File: config.mk
export PLATFORM = sky130hd
export DESIGN_NAME = display_scan_ctrl
export DESIGN_NICKNAME = d
export VERILOG_FILES = /design/src/rtl/display_scan_ctrl_pkg.sv /design/src/rtl/display_scan_ctrl_hex_to_seg7.sv /design/src/rtl/display_scan_ctrl.sv
export SDC_FILE = /design/constraint.sdc
export NUM_CORES = 1
export LEC_CHECK = 0
export CAP_MARGIN = 20
export CORE_ASPECT_RATIO = 1.2
export CORE_MARGIN = 4
export CORE_UTILIZATION = 56
export DETAILED_ROUTE_END_ITERATION = 8
export PLACE_DENSITY = 0.82
export REMOVE_ABC_BUFFERS = 1
export SYNTH_ARGS = -nofsm -noshare
export SYNTH_HDL_FRONTEND = slang
export SYNTH_HIERARCHICAL = 1
export SYNTH_SLANG_ARGS = --single-unit
File: constraint.sdc
create_clock -name g_clk -period 4.1 [get_ports g_clk]
set_input_delay 0.41 -clock g_clk [delete_from_list [all_inputs] [get_ports g_clk]]
set_output_delay 0.41 -clock g_clk [all_outputs]
set_load 0.01 [all_outputs]
File: src/rtl/display_scan_ctrl_pkg.sv
// Shared constants for the 7-segment display scan controller: register map,
// CTRL bit positions, scan FSM encoding and segment/anode helpers.
package display_scan_ctrl_pkg;

    localparam logic [3:0] DISP_DATA     = 4'd0;
    localparam logic [3:0] DISP_CTRL     = 4'd4;
    localparam logic [3:0] DISP_PRESCALE = 4'd8;
    localparam logic [3:0] DISP_RAW      = 4'd12;

    localparam int CTRL_EN     = 0;
    localparam int CTRL_RAW    = 1;
    localparam int CTRL_DP_LSB = 4;

    localparam logic [7:0]  SEG_OFF     = 8'hFF;
    localparam logic [11:0] DISPLAY_OFF = 12'hFFF;

    typedef enum logic [1:0] {
        ST_IDLE  = 2'd0,
        ST_LOAD  = 2'd1,
        ST_SHOW  = 2'd2,
        ST_BLANK = 2'd3
    } scan_state_e;

    // Active-low anode vector with only digit idx driven.
    function automatic logic [3:0] anode_sel(input logic [1:0] idx);
        anode_sel = ~(4'b0001 << idx);
    endfunction

endpackage

File: src/rtl/display_scan_ctrl_hex_to_seg7.sv
// Combinational hex nibble to active-low 7-segment pattern {dp,g,f,e,d,c,b,a};
// the decimal point is always left off.
module hex_to_seg7
    import display_scan_ctrl_pkg::*;
(
    input  logic [3:0] nibble,
    output logic [7:0] seg
);

    // Glyph table.
    always_comb begin
        seg = SEG_OFF;
        case (nibble)
            4'h0:    seg = 8'hC0;
            4'h1:    seg = 8'hF9;
            4'h2:    seg = 8'hA4;
            4'h3:    seg = 8'hB0;
            4'h4:    seg = 8'h99;
            4'h5:    seg = 8'h92;
            4'h6:    seg = 8'h82;
            4'h7:    seg = 8'hF8;
            4'h8:    seg = 8'h80;
            4'h9:    seg = 8'h90;
            4'hA:    seg = 8'h88;
            4'hB:    seg = 8'h83;
            4'hC:    seg = 8'hC6;
            4'hD:    seg = 8'hA1;
            4'hE:    seg = 8'h86;
            4'hF:    seg = 8'h8E;
            default: seg = SEG_OFF;
        endcase
    end

endmodule

File: src/rtl/display_scan_ctrl.sv
// iobus slave holding the display registers and the scan FSM that strobes
// one anode at a time with a blank gap between digits.
module display_scan_ctrl
    import display_scan_ctrl_pkg::*;
#(
    parameter logic [15:0] PRESCALE_RST = 16'd1000,
    parameter int          BLANK_CYCLES = 2
)
(
    input  logic        g_clk,
    input  logic        g_rst,
    input  logic        cs,
    input  logic [3:0]  addr,
    input  logic        read,
    input  logic        write,
    input  logic [31:0] data_in,
    output logic [31:0] data_out,
    output logic        ready,
    output logic [11:0] g_display
);

    localparam logic [15:0] BLANK_LAST = 16'(BLANK_CYCLES - 1);

    logic [15:0] data_q, data_d;
    logic [7:0]  ctrl_q, ctrl_d;
    logic [15:0] prescale_q, prescale_d;
    logic [31:0] raw_q, raw_d;
    logic        ready_q, ready_d;
    logic [31:0] dout_q, dout_d;

    scan_state_e state_q, state_d;
    logic [1:0]  idx_q, idx_d;
    logic [15:0] cnt_q, cnt_d;
    logic [7:0]  seg_q, seg_d;
    logic [11:0] disp_q, disp_d;

    logic        req_s, wr_s, rd_only_s;
    logic [31:0] rdata_s;
    logic [3:0]  nibble_s;
    logic [7:0]  hex_seg_s, raw_byte_s, load_pat_s;
    logic [3:0]  dp_mask_s;
    logic [15:0] on_last_s;
    logic        unused_s;

    assign unused_s  = ^addr[1:0];
    assign req_s     = cs & (read | write);
    assign wr_s      = cs & write;
    assign rd_only_s = cs & read & ~write;

    // Register readback mux.
    always_comb begin
        rdata_s = 32'd0;
        case (addr[3:2])
            DISP_DATA[3:2]:     rdata_s = {16'd0, data_q};
            DISP_CTRL[3:2]:     rdata_s = {24'd0, ctrl_q};
            DISP_PRESCALE[3:2]: rdata_s = {16'd0, prescale_q};
            DISP_RAW[3:2]:      rdata_s = raw_q;
            default:            rdata_s = 32'd0;
        endcase
    end

    // Register writes and the one-cycle ready/data_out response.
    always_comb begin
        data_d     = data_q;
        ctrl_d     = ctrl_q;
        prescale_d = prescale_q;
        raw_d      = raw_q;
        ready_d    = req_s;
        dout_d     = dout_q;
        if (wr_s) begin
            dout_d = data_in;
            case (addr[3:2])
                DISP_DATA[3:2]:     data_d     = data_in[15:0];
                DISP_CTRL[3:2]:     ctrl_d     = {data_in[7:4], 2'b00, data_in[1:0]};
                DISP_PRESCALE[3:2]: prescale_d = data_in[15:0];
                DISP_RAW[3:2]:      raw_d      = data_in;
                default:            data_d     = data_q;
            endcase
        end else if (rd_only_s) begin
            dout_d = rdata_s;
        end else begin
            dout_d = dout_q;
        end
    end

    assign nibble_s   = data_q[{idx_q, 2'b00} +: 4];
    assign raw_byte_s = raw_q[{idx_q, 3'b000} +: 8];
    assign dp_mask_s  = ctrl_q[CTRL_DP_LSB +: 4];
    assign on_last_s  = (prescale_q == 16'd0) ? 16'd0 : (prescale_q - 16'd1);

    hex_to_seg7 u_hex_to_seg7 (
        .nibble (nibble_s),
        .seg    (hex_seg_s)
    );

    // Pattern captured at LOAD, so mid-digit register writes never glitch the glass.
    always_comb begin
        load_pat_s = ctrl_q[CTRL_RAW] ? raw_byte_s : hex_seg_s;
        if (dp_mask_s[idx_q]) begin
            load_pat_s = load_pat_s & 8'h7F;
        end else begin
            load_pat_s = load_pat_s;
        end
    end

    // Scan FSM next state; the display is registered from the next state.
    always_comb begin
        state_d = state_q;
        idx_d   = idx_q;
        cnt_d   = cnt_q;
        seg_d   = seg_q;
        if (!ctrl_q[CTRL_EN]) begin
            state_d = ST_IDLE;
            idx_d   = 2'd0;
            cnt_d   = 16'd0;
        end else begin
            case (state_q)
                ST_IDLE: state_d = ST_LOAD;
                ST_LOAD: begin
                    seg_d   = load_pat_s;
                    cnt_d   = on_last_s;
                    state_d = ST_SHOW;
                end
                ST_SHOW: begin
                    if (cnt_q == 16'd0) begin
                        cnt_d   = BLANK_LAST;
                        state_d = ST_BLANK;
                    end else begin
                        cnt_d = cnt_q - 16'd1;
                    end
                end
                ST_BLANK: begin
                    if (cnt_q == 16'd0) begin
                        idx_d   = idx_q + 2'd1;
                        state_d = ST_LOAD;
                    end else begin
                        cnt_d = cnt_q - 16'd1;
                    end
                end
                default: begin
                    state_d = ST_IDLE;
                    idx_d   = 2'd0;
                    cnt_d   = 16'd0;
                end
            endcase
        end
        disp_d = (state_d == ST_SHOW) ? {anode_sel(idx_d), seg_d} : DISPLAY_OFF;
    end

    // State registers with synchronous reset.
    always_ff @(posedge g_clk) begin
        if (g_rst) begin
            data_q     <= 16'd0;
            ctrl_q     <= 8'd0;
            prescale_q <= PRESCALE_RST;
            raw_q      <= 32'd0;
            ready_q    <= 1'b0;
            dout_q     <= 32'd0;
            state_q    <= ST_IDLE;
            idx_q      <= 2'd0;
            cnt_q      <= 16'd0;
            seg_q      <= SEG_OFF;
            disp_q     <= DISPLAY_OFF;
        end else begin
            data_q     <= data_d;
            ctrl_q     <= ctrl_d;
            prescale_q <= prescale_d;
            raw_q      <= raw_d;
            ready_q    <= ready_d;
            dout_q     <= dout_d;
            state_q    <= state_d;
            idx_q      <= idx_d;
            cnt_q      <= cnt_d;
            seg_q      <= seg_d;
            disp_q     <= disp_d;
        end
    end

    assign ready     = ready_q;
    assign data_out  = dout_q;
    assign g_display = disp_q;

endmodule

==> key figures <==
Critical path
  – CP required: 4420 ps
  – Worst path slowest cell: o21ai_1
  – CP peak stage delay: 910 ps
  – CP endpoint kind: register
  – Reg2reg path depth: 7
  – Crit path cell chain: inv_1 -> ha_1 -> nor3b_1 -> nand3_1 -> o21ai_1 -> o21ai_0 -> a32o_1
  – Reg2Reg Setup Slack: between 900 and 1000 ps
  – Crit path DAT: 3440 ps
  – Setup CP Type: reg2reg
  – Critical Path Fanout Max: 14
  – Crit Reg-Reg Startpoint: cnt_q[0]$_SDFFE_PP0P_
  – Worst setup SP type: register
  – Worst flop-to-flop path endpoint: cnt_q[3]$_SDFFE_PP0P_

Floorplan
  – FP Rows: 43
  – Die Y: 129 µm
  – Starting Density: between 50% and 60%
  – Core ar.: 11700 µm²
  – Die span in x: 109 µm
  – Die area: 14000 µm²
  – I/O pins: 86

Routing
  – Drc violations: 0
  – DRT iter0 DRCs: approximately 730
  – Routed vias/inst: 6.22
  – Drt wl/cell: 18.6 µm
  – Via Count: 6569
  – Post-route ant nets: 0
  – First-pass DRT Iterations: 5
  – Routed WL: 19700 µm

Place
  – Dpl hpwl: between 10000 and 15000 µm
  – PortBufs: 83
  – Placed cell area: 7730 µm²
  – Routability congestion estimate from global placement: just over 0.9

STA
  – Final Hold Vio Count: 0
  – RSZ-0062 raised after global routing: no
  – Max-slew violation count: 0
  – Fin Clk Skew: about 11 ps
  – # setup viols final: 0
  – Period minus WS final: 3110 ps
  – Slew @ Worst Pin: 1020 ps
  – Achievable Freq: 321 MHz
  – Period utilisation layout: 76.0%
  – Rel. slew slack: between 30% and 40%
  – Final setup TNS: 0 ps

Final layout
  – Most common cell after layout, fill and taps aside: nand2_1
  – Most frequent cells in the layout: nand2_1 (169), dfxtp_1 (143), a21oi_1 (94), nor2_1 (85), clkdlybuf4s50_1 (82)
  – Layout area overhead: 22.4%
  – Final instance area: 8360 µm²
  – # nets final: about 940
  – Share of layout cells above drive strength 1: 9.12%
  – Diodes inserted: 0
  – Fill count: 924

Power
  – Maximum vdd drop: 0.430 mV
  – Total Power: 3.38 mW
  – Pleak: 2.97 nW
  – PwrDens: roughly 400 nW/µm²

Clock network
  – Hold_buf cts: 0
  – CTS resizes: 0
  – Deepest clock path buffer count: 2
  – Clk root buf: clkbuf_16
  – TritonCTS clock tree: done
  – Clk Latency, worst-skew pair: about 430 ps
  – Reg clk slew, reported paths: 60 ps
  – Clock sink count: 143
  – Post-CTS setup buffer count: 0
  – Total CTS buffers: 17
  – Htree depth: 4

Synth
  – Syn_area_per_cell: 8.21 µm²
  – YS warnings: 6
  – Post-synth EDFFs: 0
  – Main area contributors after synthesis: dfxtp_1 (42%), nand2_1 (9.3%), a21oi_1 (6.9%)
  – Synth top area share: 41.9%
  – Synthesized area: approximately 7000 µm²
  – Synth area leader: dfxtp_1
  – Synthesized flop and latch total: 143
  – Syn Inst Count: around 830
  – Sequential share of the synthesized area: about two fifths
  – Distinct cells, synth: 57
  – Post-synth ARST share: 0%
  – Top_reg_cell synth: dfxtp_1

Hold path
  – Hold Path Stages: 2
  – Hold path endpoint: ctrl_q[0]$_SDFFE_PP0P_
  – Hold Startpoint: g_rst
  – Worst Hold Class: in2reg

GRT
  – Pin count of the biggest net entering global routing: 90
  – Tot GR Track Use: 28.9%
  – Vias in the first global route: roughly 6400
  – First-pass GRT wire length: 31800 µm
  – Total grt overflow: 0
  – Initial antenna violation count: 0

Outcome
  – Outcome: completed

Job
  – Max-Cap Viols: 0
cell families (layout without fill, tap and decap cells):
logic type	count (synthesis)	after routing	synth area share (%)
buffers and inverters	78	145	4.47
AO/OA/AOI/OAI	191	191	17.6
flip-flops	143	143	41.9
other	1	1	0.0549
multiplexers	46	46	10.3
AND/OR/NAND/NOR	348	348	22.0
adder cells (fa/ha/maj)	10	10	1.83
XOR/XNOR	15	15	1.92
flip-flops by register name (all words and copies together) (netlist names):
register / flops
cnt_q: 16
ctrl_q: 6
data_out: 32
data_q: 16
g_display: 12
idx_q: 2
prescale_q: 16
raw_q: 32
ready: 1
seg_q: 8
state_q: 2
critical path: cells and delay by family, from the launching register on:
kind	cells	cell delay [ps]
adders and majority gates	1	200
and+or+nand+nor	2	910
buffers and inverters	1	90
DFF	1	320
AOI/OAI and AO/OA	3	1480
how the worst max path moves through the flow:
stage | start | to | cells after the start
2_1_floorplan | idx_q[0]$_SDFF_PP0_ | seg_q[0]$_SDFF_PP1_ | 10
3_3_place_gp | cnt_q[0]$_SDFFE_PP0P_ | cnt_q[13]$_SDFFE_PP0P_ | 7
3_5_place_dp | cnt_q[0]$_SDFFE_PP0P_ | cnt_q[3]$_SDFFE_PP0P_ | 7
4_1_cts | cnt_q[0]$_SDFFE_PP0P_ | cnt_q[3]$_SDFFE_PP0P_ | 7
5_1_grt | cnt_q[0]$_SDFFE_PP0P_ | cnt_q[7]$_SDFFE_PP0P_ | 7
6_report | cnt_q[0]$_SDFFE_PP0P_ | cnt_q[3]$_SDFFE_PP0P_ | 7
final cells by class:
cell class                 count  area, µm²  share of cell area (%)
timing repair buffer          98        938                    11.2
multi-input combinational    611       3680                    44.0
sequential                   143       2860                    34.2
clock buffer                  19        443                    5.30
clock inverter                13        188                    2.24
tap                          157        196                    2.35
inverter                      15       56.3                   0.673
power breakdown:
part | internal [mW] | switching, mW | leakage (nW) | total (mW)
Clock | 1.03 | 0.609 | 0.300 | 1.64
Sequential | 1.42 | 0.0287 | 1.16 | 1.45
Combinational | 0.126 | 0.153 | 1.51 | 0.279
cell usage after synthesis (2+ instances only):
cell / count
nand2_1: 169
dfxtp_1: 143
a21oi_1: 94
nor2_1: 85
clkbuf_1: 55
nor3_1: 35
o21ai_0: 26
a221oi_1: 24
mux2i_1: 17
mux4_2: 17
nand3_1: 16
inv_1: 14
mux2_2: 11
ha_1: 10
a32o_1: 9
o221ai_1: 8
xnor2_1: 8
nand4_1: 7
nor4_1: 7
o22ai_1: 7
xor2_1: 7
and3_1: 5
buf_1: 5
o211ai_1: 4
or3_1: 4
a211oi_1: 3
nand3b_1: 3
nor3b_1: 3
o21ai_1: 3
a22o_1: 2
and2_1: 2
nor2b_1: 2
o32ai_1: 2
or2_2: 2
per-layer routing:
layer  track usage (%)  up-vias  share of wire (%)
li1                  -     3063                  -
met1              35.2     3100                 39
met2              46.6      339                 48
met3              7.82       67                9.4
met4              15.5        0                4.1
met5                 0        -                  0
stage by stage:
stage / util [%] / instances / worst slack, ps / hold slack (ps)
detailed placement: 65.9 / 1024 / 1060 / 440
finish: 71.3 / 1056 / 986 / 322
global placement: 65.9 / 1024 / 1220 / 437
CTS: 71.3 / 1056 / 1030 / 300
floorplan: - / 769 / 1290 / 419
global route: 71.3 / 1056 / 774 / 316
No activity file was read; power rests on OpenSTA's default activity.
